File: config.mk
export PLATFORM = sky130hd
export DESIGN_NAME = triangle_setup
export DESIGN_NICKNAME = d
export VERILOG_FILES = /design/src/rtl/triangle_setup.sv
export SDC_FILE = /design/constraint.sdc
export NUM_CORES = 2
export LEC_CHECK = 0
export CAP_MARGIN = 5
export CELL_PAD_IN_SITES_DETAIL_PLACEMENT = 1
export CELL_PAD_IN_SITES_GLOBAL_PLACEMENT = 1
export CORE_AREA = 2 2 323 325
export CTS_CLUSTER_DIAMETER = 150
export CTS_CLUSTER_SIZE = 14
export DETAILED_ROUTE_END_ITERATION = 6
export DIE_AREA = 0 0 325 327
export PLACE_DENSITY_LB_ADDON = 0.1
export SLEW_MARGIN = 10
export SYNTH_ARGS = -nofsm -noshare
export SYNTH_HDL_FRONTEND = slang
export SYNTH_SLANG_ARGS = --single-unit
File: constraint.sdc
create_clock -name clock -period 7.65 [get_ports clock]
set_clock_uncertainty 0.15 [all_clocks]
set_input_delay 2.295 -clock clock [delete_from_list [all_inputs] [get_ports clock]]
set_output_delay 2.295 -clock clock [all_outputs]
set_load 0.01 [all_outputs]
File: src/rtl/triangle_setup.sv
// Triangle setup: captures one triangle, derives its three edge equations one per
// cycle, then produces bbox/area, culls or hands the result to the rasteriser.
module triangle_setup (
  input  logic         clock,
  input  logic         reset_n,
  input  logic [447:0] tri_data,
  input  logic         tri_valid,
  output logic         tri_ready,
  input  logic [11:0]  win_width,
  input  logic [11:0]  win_height,
  input  logic         cull_backface,
  output logic         out_valid,
  input  logic         out_ready,
  output logic [47:0]  out_bbox,
  output logic [38:0]  out_edge_a,
  output logic [38:0]  out_edge_b,
  output logic [74:0]  out_edge_c,
  output logic [25:0]  out_area,
  output logic [95:0]  out_colour,
  output logic [15:0]  culled_count,
  output logic         busy,
  output logic [2:0]   state
);

  // Handshakes: a transfer happens on a rising edge where valid && ready; the
  // sender holds data stable while valid is high and ready is low.

  typedef enum logic [2:0] {IDLE, EDGE0, EDGE1, EDGE2, FINISH, OUT} state_t;

  state_t cur_state, next_state;

  logic [2:0][11:0] vx, vy;
  logic [11:0]      win_w, win_h;
  logic             cull_en;

  logic [11:0] xi, yi, xj, yj;
  logic [12:0] edge_a, edge_b;
  logic [23:0] prod_ij, prod_ji;
  logic [24:0] edge_c;

  logic [25:0] area_sum;
  logic [11:0] min_x, min_y, max_x, max_y, max_x_cl, max_y_cl;
  logic [11:0] win_w_m1, win_h_m1;
  logic        cull;
  logic        accept;

  // Vertex words carry more than x/y, and bits between the vertices and the
  // three 32-bit colours in the low word are padding; none of it is needed.
  logic unused_bits;
  assign unused_bits = ^{tri_data[435:416], tri_data[403:384], tri_data[371:352],
                         tri_data[339:320], tri_data[307:288], tri_data[275:96]};

  assign accept = tri_valid && tri_ready;

  // FSM: state register
  always_ff @(posedge clock or negedge reset_n) begin
    if (!reset_n) cur_state <= IDLE;
    else          cur_state <= next_state;
  end

  // FSM: next state
  always_comb begin
    next_state = cur_state;
    case (cur_state)
      IDLE:    if (tri_valid) next_state = EDGE0;
      EDGE0:   next_state = EDGE1;
      EDGE1:   next_state = EDGE2;
      EDGE2:   next_state = FINISH;
      FINISH:  next_state = cull ? IDLE : OUT;
      OUT:     if (out_ready) next_state = IDLE;
      default: next_state = IDLE;
    endcase
  end

  // FSM: outputs
  always_comb begin
    tri_ready = (cur_state == IDLE);
    busy      = (cur_state != IDLE);
    out_valid = (cur_state == OUT);
    state     = cur_state;
  end

  // Capture is the only point where upstream inputs enter the datapath.
  always_ff @(posedge clock or negedge reset_n) begin
    if (!reset_n) begin
      vx         <= '0;
      vy         <= '0;
      win_w      <= '0;
      win_h      <= '0;
      cull_en    <= 1'b0;
      out_colour <= '0;
    end else if (accept) begin
      vx[0]      <= tri_data[447:436];
      vy[0]      <= tri_data[415:404];
      vx[1]      <= tri_data[383:372];
      vy[1]      <= tri_data[351:340];
      vx[2]      <= tri_data[319:308];
      vy[2]      <= tri_data[287:276];
      win_w      <= win_width;
      win_h      <= win_height;
      cull_en    <= cull_backface;
      out_colour <= tri_data[95:0];
    end
  end

  // Edge endpoint select: (0,1), (1,2), (2,0)
  always_comb begin
    xi = vx[0];
    yi = vy[0];
    xj = vx[1];
    yj = vy[1];
    case (cur_state)
      EDGE1: begin
        xi = vx[1];
        yi = vy[1];
        xj = vx[2];
        yj = vy[2];
      end
      EDGE2: begin
        xi = vx[2];
        yi = vy[2];
        xj = vx[0];
        yj = vy[0];
      end
      default: ;
    endcase
  end

  assign edge_a  = {1'b0, yi} - {1'b0, yj};
  assign edge_b  = {1'b0, xj} - {1'b0, xi};
  assign prod_ij = {12'd0, xi} * {12'd0, yj};
  assign prod_ji = {12'd0, xj} * {12'd0, yi};
  assign edge_c  = {1'b0, prod_ij} - {1'b0, prod_ji};

  assign area_sum = {out_edge_c[74], out_edge_c[74:50]}
                  + {out_edge_c[49], out_edge_c[49:25]}
                  + {out_edge_c[24], out_edge_c[24:0]};

  always_comb begin
    min_x = vx[0];
    min_y = vy[0];
    max_x = vx[0];
    max_y = vy[0];
    for (int i = 1; i < 3; i++) begin
      if (vx[i] < min_x) min_x = vx[i];
      if (vy[i] < min_y) min_y = vy[i];
      if (vx[i] > max_x) max_x = vx[i];
      if (vy[i] > max_y) max_y = vy[i];
    end
  end

  // A zero window wraps win-1 to 4095; such triangles are culled regardless.
  assign win_w_m1 = win_w - 12'd1;
  assign win_h_m1 = win_h - 12'd1;
  assign max_x_cl = (max_x > win_w_m1) ? win_w_m1 : max_x;
  assign max_y_cl = (max_y > win_h_m1) ? win_h_m1 : max_y;

  assign cull = (area_sum == 26'd0) || (cull_en && area_sum[25]) ||
                (win_w == 12'd0) || (win_h == 12'd0) ||
                (min_x > win_w_m1) || (min_y > win_h_m1);

  always_ff @(posedge clock or negedge reset_n) begin
    if (!reset_n) begin
      out_edge_a   <= '0;
      out_edge_b   <= '0;
      out_edge_c   <= '0;
      out_area     <= '0;
      out_bbox     <= '0;
      culled_count <= '0;
    end else begin
      case (cur_state)
        EDGE0: begin
          out_edge_a[38:26] <= edge_a;
          out_edge_b[38:26] <= edge_b;
          out_edge_c[74:50] <= edge_c;
        end
        EDGE1: begin
          out_edge_a[25:13] <= edge_a;
          out_edge_b[25:13] <= edge_b;
          out_edge_c[49:25] <= edge_c;
        end
        EDGE2: begin
          out_edge_a[12:0] <= edge_a;
          out_edge_b[12:0] <= edge_b;
          out_edge_c[24:0] <= edge_c;
        end
        FINISH: begin
          out_area <= area_sum;
          out_bbox <= {min_x, min_y, max_x_cl, max_y_cl};
          if (cull) culled_count <= culled_count + 16'd1;
        end
        default: ;
      endcase
    end
  end

endmodule

==> flow_summary.ini <==
[outcome]
status = complete, but fails checks
violations = setup timing

[logic_synthesis]
ys_seq_area_frac = 0.325
synth.distinct_cells = 73
synth-seq-cells = 439
yosys_warnings = 0
synth_area_leader_cell = dfrtp_1
synth.avg_cell_area_um2 = 9.67
synthesis.nets = 4514
synth_ff_type = dfrtp_1
synth-edff-count = 0
synth_area_um2 = 33800
synth_area_leaders = dfrtp_1 33%, fa_1 16%, ha_1 10%
async_flop_share = 1.00
netlist.area_leader.share = 0.325
synth.most_common_cell = dfrtp_1
yosys-top-cells-count = 439 x dfrtp_1, 438 x nand2_1, 407 x inv_1
syn_inst = 3490

[final_layout]
layout.nets = 5312
fin_util = 0.437
fill_cells = 11700
num_antenna_cells = 0
layout-drive-gt1-share = 0.171
syn2layout_area_growth_pct = 33.2

[sta]
fin_crit_sh = 1.01
slew_viol_final = 0
grt_setup_unrepaired = yes
maxSlewHeadroom = 0.284
hold_viol_final = 0
worst_hold_slack_ns = 0.318
worst-slew-pin-transition_ns = 1.07
fin_crit_ns = 7.74
fmax_mhz = 129
setup-violations-final = 10
fin_ws_ns = -0.0907
finalSetupTns_ns = -0.557

[global_routing]
track_usage = 0.229
antenna_found_initial = 3
overflow = 0
grt_first_pass_wirelength_um = 188000
grt_max_degree = 135
grt_pass1_vias = 30300

[worst_hold_path]
hold_path_class = reg -> reg

[critical_path]
critPathMaxFanout = 7
arrival_ns = 8.04
critPathMaxStageDelay_ns = 0.56
cp_top_family = adder cells
critPathLaunchType = flop
worst-path-buf-inv = 12
required_ns = 7.95
cp_slowest_cell = fa_1
worstSetupEndpointType = flop
crit_type = reg -> reg

[drt]
num_vias = 27800
wl_per_cell_um = 21.4
drtAntennaViolNets = 0
vias_per_cell = 4.90
drt-initial-drc-count = 1187
drt-total-wl_um = 122000
first_pass_iters = 5
route.detailed.drc = 0

[floorplan]
placementRows = 118
start_util = 0.328
core_area_um2 = 103000
die_x_um = 325
die_area_um2 = 106000
pin_count = 822
die_height_um = 327

[clock_network]
insertion_delay_ns = 0.61
cts-root-buf = clkbuf_16
tritoncts = yes
cts_buffer_depth = 3
cts_max_level = 2
cts_buffers = 38
clock-sinks = 439
clk_pin_slew_ns = 0.07

[placement]
io_buffers = 541
gp_congestion = 0.866
dp_hpwl_um = 99300

[flow_run]
maxCapViolCount = 0
## cell usage in the layout, fill, tap and decap left out, drive strengths merged, types with 172 or more instances in the layout
| cell | synthesis | final |
|---|---|---|
| nor2 | 261 | 261 |
| inv | 407 | 409 |
| mux2 | 172 | 172 |
| nand2 | 439 | 439 |
| o21ai | 331 | 331 |
| fa | 274 | 274 |
| dfrtp | 439 | 439 |
| clkdlybuf4s50 | 0 | 540 |
| buf | 17 | 362 |
| ha | 273 | 273 |
## per-layer routing
| metal | wire length (um) | track usage | up-vias |
|---|---|---|---|
| met2 | 57500 | 0.387 | 579 |
| met5 | 13 | 0 | - |
| met4 | 2390 | 0.0476 | 2 |
| met1 | 56000 | 0.310 | 14000 |
| met3 | 5630 | 0.0380 | 108 |
| li1 | - | - | 13100 |
## layout make-up
class                           count  area [um^2]  area share
Multi-Input combinational cell   2481        21200       0.471
Sequential cell                   439        11000       0.244
Timing Repair Buffer              902         8400       0.187
Tap cell                         1380         1730      0.0384
Inverter                          426         1610      0.0358
Clock buffer                       41          983      0.0219
Clock inverter                      5         60.1     0.00134
## final timing paths
path / start / endpoint / slack [ns] / depth (start not counted)
max: state[0] / out_edge_c[20] / -0.09 / 34
min: culled_count[15] / culled_count[15] / 0.32 / 1
max reg2reg: state[0] / out_edge_c[20] / -0.09 / 34
min reg2reg: culled_count[15] / culled_count[15] / 0.32 / 1
max in group asynchronous: reset_n / out_colour[21] / 4.44 / 2
min in group asynchronous: reset_n / win_w[0] / 1.57 / 1
## worst register-to-register path: cells and delay by family, from the launching register on
kind / cells / cell delay, ns
AO/OA/AOI/OAI: 8 / 1.18
XOR/XNOR: 1 / 0.26
adder cells (fa/ha/maj): 8 / 3.77
buffers and inverters: 12 / 1.35
flip-flops: 1 / 0.42
multiplexers: 1 / 0.11
AND/OR/NAND/NOR: 4 / 0.35
## kinds of logic (layout without fill, tap and decap cells)
kind of cell / after synthesis / count (layout) / synth area share
buffers and inverters: 571 / 1374 / 0.0639
DFF: 439 / 439 / 0.325
xor gates and xnor gates: 95 / 95 / 0.0247
muxes: 304 / 304 / 0.0965
and+or+nand+nor: 910 / 911 / 0.117
adders and majority gates: 547 / 547 / 0.264
AOI/OAI and AO/OA: 624 / 624 / 0.109
## stage by stage
step	cells	worst slack, ns	instance area (um^2)
after floorplan	3490	0.00270	33800
after global placement	5580	-0.484	42800
after detailed placement	5580	-0.579	42800
after CTS	5654	-0.0917	44500
after global routing	5674	-0.334	44900
final	5674	-0.0907	44900
## timing repair
action | CTS | global route
hold endpoints to repair | 0 | 0
gates resized for setup | 106 | 74
setup buffers | 31 | 25
hold buffers | 0 | 0
gates cloned | 1 | 0
endpoints found under the setup margin | 27 | 36
pin swaps | 73 | 78
## state kept, by name, indices dropped and copies added (netlist names)
register      flops
out_bbox         48
culled_count     16
out_edge_b       39
out_edge_c       75
state             3
out_colour       96
vx               36
win_h            12
out_edge_a       39
vy               36
out_area         26
cull_en           1
win_w            12
Power is not shown: default switching activity piles up to over one toggle a cycle in this logic, so the estimate is an artifact.
